### src/rtl/ex_mem_if.sv
// EX->MEM stage bus: upstream capture from EX, downstream head toward MEM, bypass taps.
// master = EX/MEM environment, slave = the ex_mem_stage itself.
interface ex_mem_if #(
    parameter int DW  = 32,
    parameter int RW  = 5,
    parameter int OPW = 5
);
    logic           flush;
    logic           in_valid;
    logic           in_ready;
    logic [OPW-1:0] in_op;
    logic [DW-1:0]  in_result;
    logic           in_set;
    logic           in_zero;
    logic           in_overflow;
    logic [RW-1:0]  in_rd;
    logic           in_reg_write;
    logic           in_mem_read;
    logic           in_mem_write;
    logic [DW-1:0]  in_store_data;
    logic           out_valid;
    logic           out_ready;
    logic [DW-1:0]  out_value;
    logic           out_zero;
    logic [RW-1:0]  out_rd;
    logic           out_reg_write;
    logic           out_mem_read;
    logic           out_mem_write;
    logic [DW-1:0]  out_store_data;
    logic           fwd_valid;
    logic [RW-1:0]  fwd_rd;
    logic [DW-1:0]  fwd_data;
    logic           fwd_busy;
    logic           trap_ovf;

    modport master (
        output flush, in_valid, in_op, in_result, in_set, in_zero, in_overflow, in_rd,
               in_reg_write, in_mem_read, in_mem_write, in_store_data, out_ready,
        input  in_ready, out_valid, out_value, out_zero, out_rd, out_reg_write, out_mem_read,
               out_mem_write, out_store_data, fwd_valid, fwd_rd, fwd_data, fwd_busy, trap_ovf
    );

    modport slave (
        input  flush, in_valid, in_op, in_result, in_set, in_zero, in_overflow, in_rd,
               in_reg_write, in_mem_read, in_mem_write, in_store_data, out_ready,
        output in_ready, out_valid, out_value, out_zero, out_rd, out_reg_write, out_mem_read,
               out_mem_write, out_store_data, fwd_valid, fwd_rd, fwd_data, fwd_busy, trap_ovf
    );
endinterface

### src/rtl/ex_mem_stage.sv
// EX->MEM pipeline stage: 2-entry skid buffer with sltu normalisation and forwarding taps.
// Define EXMEM_OVF_TRAP_EN to squash writes of overflowing add/sub and raise sticky trap_ovf.
module ex_mem_stage #(
    parameter int DW  = 32,
    parameter int RW  = 5,
    parameter int OPW = 5
) (
    input logic     clk,
    input logic     reset,
    ex_mem_if.slave bus
);
    // state | meaning
    // EMPTY | no entries held
    // ONE   | head valid, skid empty
    // FULL  | head and skid valid, in_ready low
    typedef enum logic [1:0] {EMPTY, ONE, FULL} occ_t;

    typedef struct packed {
        logic [DW-1:0] value;
        logic          zero;
        logic [RW-1:0] rd;
        logic          reg_write;
        logic          mem_read;
        logic          mem_write;
        logic [DW-1:0] store_data;
    } entry_t;

    localparam logic [OPW-1:0] OP_ADD  = OPW'(5'b00010);
    localparam logic [OPW-1:0] OP_SUB  = OPW'(5'b00011);
    localparam logic [OPW-1:0] OP_SLTU = OPW'(5'b00111);

    occ_t   state, state_nxt;
    entry_t head, skid, captured;
    logic   accept, pop, ovf_hit;
    logic   load_head_in, load_head_skid, load_skid;
    logic   trap_q;

    // flush dominates both handshakes
    assign accept = bus.in_valid && (state != FULL) && !bus.flush;
    assign pop    = (state != EMPTY) && bus.out_ready && !bus.flush;

    always_comb begin
        captured.value      = (bus.in_op == OP_SLTU) ? {{(DW-1){1'b0}}, bus.in_set} : bus.in_result;
        captured.zero       = bus.in_zero;
        captured.rd         = bus.in_rd;
        captured.reg_write  = bus.in_reg_write;
        captured.mem_read   = bus.in_mem_read;
        captured.mem_write  = bus.in_mem_write;
        captured.store_data = bus.in_store_data;
        ovf_hit             = 1'b0;
`ifdef EXMEM_OVF_TRAP_EN
        ovf_hit = bus.in_overflow && ((bus.in_op == OP_ADD) || (bus.in_op == OP_SUB));
        if (ovf_hit) begin
            captured.reg_write = 1'b0;
            captured.mem_read  = 1'b0;
            captured.mem_write = 1'b0;
        end
`endif
    end

`ifndef EXMEM_OVF_TRAP_EN
    logic unused_ovf;
    assign unused_ovf = bus.in_overflow ^ (OP_ADD == OP_SUB);
`endif

    always_ff @(posedge clk or posedge reset) begin
        if (reset) state <= EMPTY;
        else       state <= state_nxt;
    end

    always_comb begin
        state_nxt      = state;
        load_head_in   = 1'b0;
        load_head_skid = 1'b0;
        load_skid      = 1'b0;
        case (state)
            EMPTY: if (accept) begin
                load_head_in = 1'b1;
                state_nxt    = ONE;
            end
            ONE: begin
                if (accept && pop) begin
                    load_head_in = 1'b1;
                end else if (accept) begin
                    load_skid = 1'b1;
                    state_nxt = FULL;
                end else if (pop) begin
                    state_nxt = EMPTY;
                end
            end
            FULL: if (pop) begin
                load_head_skid = 1'b1;
                state_nxt      = ONE;
            end
            default: state_nxt = EMPTY;
        endcase
        if (bus.flush) state_nxt = EMPTY;
    end

    always_ff @(posedge clk or posedge reset) begin
        if (reset) begin
            head   <= '0;
            skid   <= '0;
            trap_q <= 1'b0;
        end else begin
            if (load_head_in)   head <= captured;
            if (load_head_skid) head <= skid;
            if (load_skid)      skid <= captured;
            if (bus.flush)                trap_q <= 1'b0;
            else if (accept && ovf_hit)   trap_q <= 1'b1;
        end
    end

    assign bus.in_ready       = (state != FULL);
    assign bus.out_valid      = (state != EMPTY);
    assign bus.out_value      = head.value;
    assign bus.out_zero       = head.zero;
    assign bus.out_rd         = head.rd;
    assign bus.out_reg_write  = head.reg_write;
    assign bus.out_mem_read   = head.mem_read;
    assign bus.out_mem_write  = head.mem_write;
    assign bus.out_store_data = head.store_data;
    assign bus.fwd_valid      = bus.out_valid && head.reg_write && (head.rd != '0);
    assign bus.fwd_rd         = head.rd;
    assign bus.fwd_data       = head.value;
    assign bus.fwd_busy       = (state == FULL);
    assign bus.trap_ovf       = trap_q;
endmodule

### src/flat_wrapper.sv
// flat-port wrapper written by rule: the top's interface ports become plain ports
module ex_mem_stage_flat 
#(
    parameter int DW  = 32,
    parameter int RW  = 5,
    parameter int OPW = 5
)
  (clk, reset, bus_flush, bus_in_valid, bus_in_op, bus_in_result, bus_in_set, bus_in_zero, bus_in_overflow, bus_in_rd, bus_in_reg_write, bus_in_mem_read, bus_in_mem_write, bus_in_store_data, bus_out_ready, bus_in_ready, bus_out_valid, bus_out_value, bus_out_zero, bus_out_rd, bus_out_reg_write, bus_out_mem_read, bus_out_mem_write, bus_out_store_data, bus_fwd_valid, bus_fwd_rd, bus_fwd_data, bus_fwd_busy, bus_trap_ovf);
  ex_mem_if #(.DW(DW), .RW(RW), .OPW(OPW)) bus_i ();
  input logic clk;
  input logic reset;
  input wire logic [$bits(bus_i.flush)-1:0] bus_flush;
  input wire logic [$bits(bus_i.in_valid)-1:0] bus_in_valid;
  input wire logic [$bits(bus_i.in_op)-1:0] bus_in_op;
  input wire logic [$bits(bus_i.in_result)-1:0] bus_in_result;
  input wire logic [$bits(bus_i.in_set)-1:0] bus_in_set;
  input wire logic [$bits(bus_i.in_zero)-1:0] bus_in_zero;
  input wire logic [$bits(bus_i.in_overflow)-1:0] bus_in_overflow;
  input wire logic [$bits(bus_i.in_rd)-1:0] bus_in_rd;
  input wire logic [$bits(bus_i.in_reg_write)-1:0] bus_in_reg_write;
  input wire logic [$bits(bus_i.in_mem_read)-1:0] bus_in_mem_read;
  input wire logic [$bits(bus_i.in_mem_write)-1:0] bus_in_mem_write;
  input wire logic [$bits(bus_i.in_store_data)-1:0] bus_in_store_data;
  input wire logic [$bits(bus_i.out_ready)-1:0] bus_out_ready;
  output wire logic [$bits(bus_i.in_ready)-1:0] bus_in_ready;
  output wire logic [$bits(bus_i.out_valid)-1:0] bus_out_valid;
  output wire logic [$bits(bus_i.out_value)-1:0] bus_out_value;
  output wire logic [$bits(bus_i.out_zero)-1:0] bus_out_zero;
  output wire logic [$bits(bus_i.out_rd)-1:0] bus_out_rd;
  output wire logic [$bits(bus_i.out_reg_write)-1:0] bus_out_reg_write;
  output wire logic [$bits(bus_i.out_mem_read)-1:0] bus_out_mem_read;
  output wire logic [$bits(bus_i.out_mem_write)-1:0] bus_out_mem_write;
  output wire logic [$bits(bus_i.out_store_data)-1:0] bus_out_store_data;
  output wire logic [$bits(bus_i.fwd_valid)-1:0] bus_fwd_valid;
  output wire logic [$bits(bus_i.fwd_rd)-1:0] bus_fwd_rd;
  output wire logic [$bits(bus_i.fwd_data)-1:0] bus_fwd_data;
  output wire logic [$bits(bus_i.fwd_busy)-1:0] bus_fwd_busy;
  output wire logic [$bits(bus_i.trap_ovf)-1:0] bus_trap_ovf;
  assign bus_i.flush = bus_flush;
  assign bus_i.in_valid = bus_in_valid;
  assign bus_i.in_op = bus_in_op;
  assign bus_i.in_result = bus_in_result;
  assign bus_i.in_set = bus_in_set;
  assign bus_i.in_zero = bus_in_zero;
  assign bus_i.in_overflow = bus_in_overflow;
  assign bus_i.in_rd = bus_in_rd;
  assign bus_i.in_reg_write = bus_in_reg_write;
  assign bus_i.in_mem_read = bus_in_mem_read;
  assign bus_i.in_mem_write = bus_in_mem_write;
  assign bus_i.in_store_data = bus_in_store_data;
  assign bus_i.out_ready = bus_out_ready;
  assign bus_in_ready = bus_i.in_ready;
  assign bus_out_valid = bus_i.out_valid;
  assign bus_out_value = bus_i.out_value;
  assign bus_out_zero = bus_i.out_zero;
  assign bus_out_rd = bus_i.out_rd;
  assign bus_out_reg_write = bus_i.out_reg_write;
  assign bus_out_mem_read = bus_i.out_mem_read;
  assign bus_out_mem_write = bus_i.out_mem_write;
  assign bus_out_store_data = bus_i.out_store_data;
  assign bus_fwd_valid = bus_i.fwd_valid;
  assign bus_fwd_rd = bus_i.fwd_rd;
  assign bus_fwd_data = bus_i.fwd_data;
  assign bus_fwd_busy = bus_i.fwd_busy;
  assign bus_trap_ovf = bus_i.trap_ovf;
  ex_mem_stage #(.DW(DW), .RW(RW), .OPW(OPW)) u_core (.clk(clk), .reset(reset), .bus(bus_i));
endmodule
### config.mk
export PLATFORM = sky130hd
export DESIGN_NAME = ex_mem_stage_flat
export DESIGN_NICKNAME = d
export VERILOG_FILES = /design/src/rtl/ex_mem_if.sv /design/src/rtl/ex_mem_stage.sv /design/src/flat_wrapper.sv
export SDC_FILE = /design/constraint.sdc
export NUM_CORES = 1
export LEC_CHECK = 0
export CORE_UTILIZATION = 52
export DETAILED_ROUTE_END_ITERATION = 10
export GPL_ROUTABILITY_DRIVEN = 0
export PLACE_DENSITY = 0.85
export SLEW_MARGIN = 0
export SYNTH_ARGS = -nofsm -noshare
export SYNTH_HDL_FRONTEND = slang
export SYNTH_SLANG_ARGS = --single-unit
### constraint.sdc
create_clock -name clk -period 8.6 [get_ports clk]
set_input_delay 1.72 -clock clk [delete_from_list [all_inputs] [get_ports clk]]
set_output_delay 1.72 -clock clk [all_outputs]
set_load 0.01 [all_outputs]
-- Yosys cells after proc, flatten, opt, wreduce, memory -nomap -nowiden
Cells that the tools add are included.
- eq/ne operators: 8
- reduce and logical (&&, ||, !) cells: 13
- muxes and demuxes: 17
- operators with widths (cell ; count):
    $mux 73 ; 2
    $mux 32 ; 1
    $mux 2 ; 6
    $logic_and 1x1->1 ; 7
    $mux 1 ; 6
    $ne 3x2->1 const B ; 2
    $pmux 2 s3 ; 1
    $eq 5x3->1 const B ; 1
    $reduce_bool 5->1 ; 1
    $ne 4x2->1 const B ; 1
    $reduce_and 4->1 ; 1
    $reduce_bool 2->1 ; 2
    $ne 3x3->1 const B ; 1
    $eq 2x1->1 const B ; 1
    $eq 2x2->1 const B ; 1
    $logic_not 2->1 ; 1
    $ne 2x2->1 const B ; 1
    $pmux 1 s2 ; 1
    $logic_not 1->1 ; 1
- flip-flop bits (word level): 148
- input bits: 85
- output and inout port bits: 115
- logic and storage cells: 53

-- Longest topological paths before layout
- word-level depth: 8
- depth in mapped cells: 7
- gate-level depth less buffers: 4

-- Worst setup path before layout
No wires, ideal clock.
- kind: input to register
- start point: input port bus_out_ready
- end point: register u_core.head (netlist bit u_core.bus.fwd_rd[0])
- path buffers: 3
- slack: 5507 ps
- arrival: 2968 ps
- data required time: 8475 ps
- library setup time: 125 ps
- stages: 6
- cells stage by stage: nor4bb_1 buf_2 buf_6 buf_4 mux2_2 mux2_2
- word-level cells in the longest chain between the ends: 6
- elaborated cells between the ends (all ways): 9
- classes of those cells: 5 x mux; 4 x reduce/logical
- ends and longest elaborated chain (what ; RTL line ; RTL):
    from (decl) ; flat_wrapper.sv:24 ; input wire logic [$bits(bus_i.out_ready)-1:0] bus_out_ready;
    $logic_and 1x1->1 (*) (2 in series) ; ex_mem_stage.sv:40 ; assign pop = (state != EMPTY) && bus.out_ready && !bus.flush;
    $logic_and 1x1->1 ; ex_mem_stage.sv:82 ; if (accept && pop) begin
    $mux 1 ; ex_mem_stage.sv:82 ;
    $pmux 1 s2 ; ex_mem_stage.sv:76 ; case (state)
    $reduce_bool 2->1 (no source line) ; -- ;
    to (signal assigned) ; ex_mem_stage.sv:106 ; if (load_head_in) head <= captured;
    to (signal assigned) ; ex_mem_stage.sv:107 ; if (load_head_skid) head <= skid;
    to (decl) ; ex_mem_stage.sv:33 ; entry_t head, skid, captured;
Every way passes the cells marked *; elsewhere a longest branch is shown, timed or not.
A chain may end at the register's enable or synchronous reset.

-- Worst setup path in the final report
- start point: input port bus_out_ready
- end point: register u_core.head (netlist bit u_core.bus.out_store_data[16])
The elaborated chain is that of the path after synthesis.

==> flow_summary.ini <==
[run_status]
status = finished clean

[placement]
dp_hpwl_um = 9830
portBuffers = 197
dpl_cell_area_um2 = 8620

[worst_hold_path]
min_from = u_core.skid[56]$_DFFE_PP0P_
hp-class = flop to flop

[layout]
drive_gt1_frac = 0.277
utilization = 0.725
num-fill-cells = 847
area_growth_pct = 34.4
nets = 794
antennaDiodeCount = 0
final_area_um2 = 9260

[global_route]
first_global_vias = 4729
use_met1 = 0.277
busiest_layer = met2
antenna_found_initial = 0
grt_pass1_wl_um = 23800
grt_start_max_net_pins = 78
overflow = 0
grt_use_total = 0.233
met2_usage = 0.391
met3_usage = 0.0881

[power]
internal-power_mw = 1.68
share_seq_of_total_power = 0.427
switchingPower_uw = 568
ir_drop_mv = 0.153
p_sw_frac = 0.253
p_leak_nw = 3.85
clockPowerShare = 0.335
powerDensity_nw_per_um2 = 242
power_frac_comb = 0.237

[drt]
ant_nets = 0
drt_iter0_drc = 310
drtPass1Iterations = 4
wirelength_um = 15000
avgRoutedWirePerCell_um = 16.8
drc = 0
vias = 4736
avgViaCountPerCell = 5.30

[timing]
holdWs_ns = 0.484
setup_tns_ns = 0
timing.final.hold_violations = 0
timing.final.crit_share = 0.452
worstMarginPinSlew_ns = 1.15
clock_skew_ns = 0.00423
finalMaxSlewViolations = 0
period_minus_slack_ns = 3.89
fmax_mhz = 257
setup_violations = 0
slew_headroom = 0.234
rsz0062_at_grt = no

[job]
maxCapViolations = 0

[clocking]
holdBufCountCts = 0
cts_buffer_depth = 2
cts_root_buffer = clkbuf_16
cts_tree = yes
htreeDepth = 4
clkSlewWorstSetupHoldPaths_ns = 0.06
clkLatencyLatePin_ns = 0.42
cts_resized = 0
cts_made_buffers = 17
cts_sinks = 148
post-cts-setup-buffers = 0

[critical_path]
end_kind = flop
path_max_fanout = 60
cp_data_required_time_ns = 8.90
arrival_ns = 4.19
cp-start-kind = input pin
critical_path_class = input pin to flop
worstSetupStartpoint = bus_out_ready
regToRegStartpoint = u_core.state[0]$_DFFE_PP0P_

[die]
io_pins = 200
initial_core_util = 0.540
rows = 41
die_y_um = 117
dieArea_um2 = 13700
coreArea_um2 = 12800
die_w_um = 117

[synthesis]
synth.avg_cell_area_um2 = 12.3
syn-cell-area_um2 = 6890
synth_seq_cells = 148
seq_area_frac_synth = 0.537
ys_types = 31
netlist_top_cells_area = dfrtp_1 (54%), mux2_2 (24%), o21ai_0 (6.8%)
syn_inst = 562
ys_warn_count = 0
synth_top_area_cell = dfrtp_1
netlist.area_leader.share = 0.537
syn_nets = 647
==> path summary, 6_finish.rpt <==
| check | slack (ns) | depth (start not counted) | end |
|---|---|---|---|
| worst max-delay path | 4.71 | 6 | u_core.bus.out_store_data[16]$_DFFE_PP0P_ |
| worst min-delay path | 0.48 | 2 | u_core.skid[56]$_DFFE_PP0P_ |
| worst max register to register | 5.96 | 5 | u_core.bus.out_store_data[16]$_DFFE_PP0P_ |
| worst min register to register | 0.48 | 2 | u_core.skid[56]$_DFFE_PP0P_ |
| max in group asynchronous | 5.38 | 3 | u_core.skid[32]$_DFFE_PP0P_ |
| min in group asynchronous | 1.76 | 2 | u_core.bus.out_mem_write$_DFFE_PP0P_ |
==> power by group through the flow <==
stage	registers, mW	logic, mW	clock network, mW
after global routing	0.980	0.583	0.797
after global placement	0.954	0.522	0
after floorplan	0.977	0.265	0
after CTS	0.959	0.540	0.767
after detailed placement	0.968	0.537	0
final	0.960	0.533	0.753
==> registers in the layout, summed over array words and instances, names as in the netlist <==
signal,flops
u_core.skid,73
u_core.bus.fwd_data,32
u_core.bus.out_store_data,32
u_core.bus.fwd_rd,5
u_core.state,2
u_core.bus.out_mem_read,1
u_core.bus.out_mem_write,1
u_core.bus.out_reg_write,1
u_core.bus.out_zero,1
==> worst max-delay path, stage by stage <==
cell	delay, ns
clkdlybuf4s50_1	0.59
nand2b_4	0.19
a22oi_1	0.11
nor2_4	0.38
buf_4	0.72
mux2_2	0.42
==> cells by family (layout without fill, tap and decap cells) <==
kind of cell / Yosys count / in the layout / synth area share
mux: 154 / 154 / 0.255
simple gates: 76 / 76 / 0.0503
flops: 148 / 148 / 0.537
compound gates: 104 / 104 / 0.0793
other cells: 1 / 1 / 0.000544
buf+inv: 79 / 239 / 0.0777
==> metrics by stage <==
stage | power [mW] | cells | setup WS (ns)
floorplan | 1.24 | 562 | 2.90
global placement | 1.48 | 861 | 4.12
detailed placement | 1.51 | 861 | 3.96
CTS | 2.27 | 893 | 4.41
global route | 2.36 | 894 | 4.58
finish | 2.25 | 894 | 4.71
==> per-layer routing <==
metal | routed length [um] | part of all wire
met5 | 0 | 0
met1 | 6300 | 0.42
met3 | 1190 | 0.079
met2 | 7350 | 0.49
met4 | 187 | 0.012
==> layout by cell type, fill, tap and decap left out, types with 2 or more instances in the layout <==
master           instances
clkdlybuf4s50_1        197
mux2_2                 148
dfrtp_1                148
o21ai_0                 93
nand2_1                 63
clkbuf_16               17
clkbuf_8                 7
mux2_4                   6
buf_4                    5
clkinv_2                 4
inv_1                    3
a21oi_1                  3
or2_2                    2
a211oi_1                 2
bufinv_16                2
clkinvlp_4               2
==> synth_stat cells <==
library cell	n
nand4b_1	1
dfrtp_1	148
nor2_1	1
inv_1	4
nor2_4	1
buf_2	11
a32oi_1	1
o22a_1	1
o32ai_1	1
a21oi_1	3
mux2_2	148
nor3_1	1
a211oi_1	2
and2b_1	1
clkbuf_1	14
a22oi_1	1
o21a_1	1
or2_2	2
nand2_1	63
or3b_1	1
conb_1	1
mux2_4	6
nor4bb_1	1
nand2b_4	1
or4_1	1
nor3b_1	1
buf_4	40
nor2b_4	1
buf_6	10
o211a_1	1
o21ai_0	93
==> area by class of cell <==
type	instances	area, um2	share of cell area
Sequential cell	148	3700	0.400
Timing Repair Buffer	203	2040	0.220
Clock buffer	24	522	0.0563
Tap cell	172	215	0.0232
Multi-Input combinational cell	335	2670	0.288
Clock inverter	8	95.1	0.0103
Inverter	4	20.0	0.00216
No activity file was read; power rests on OpenSTA's default activity.
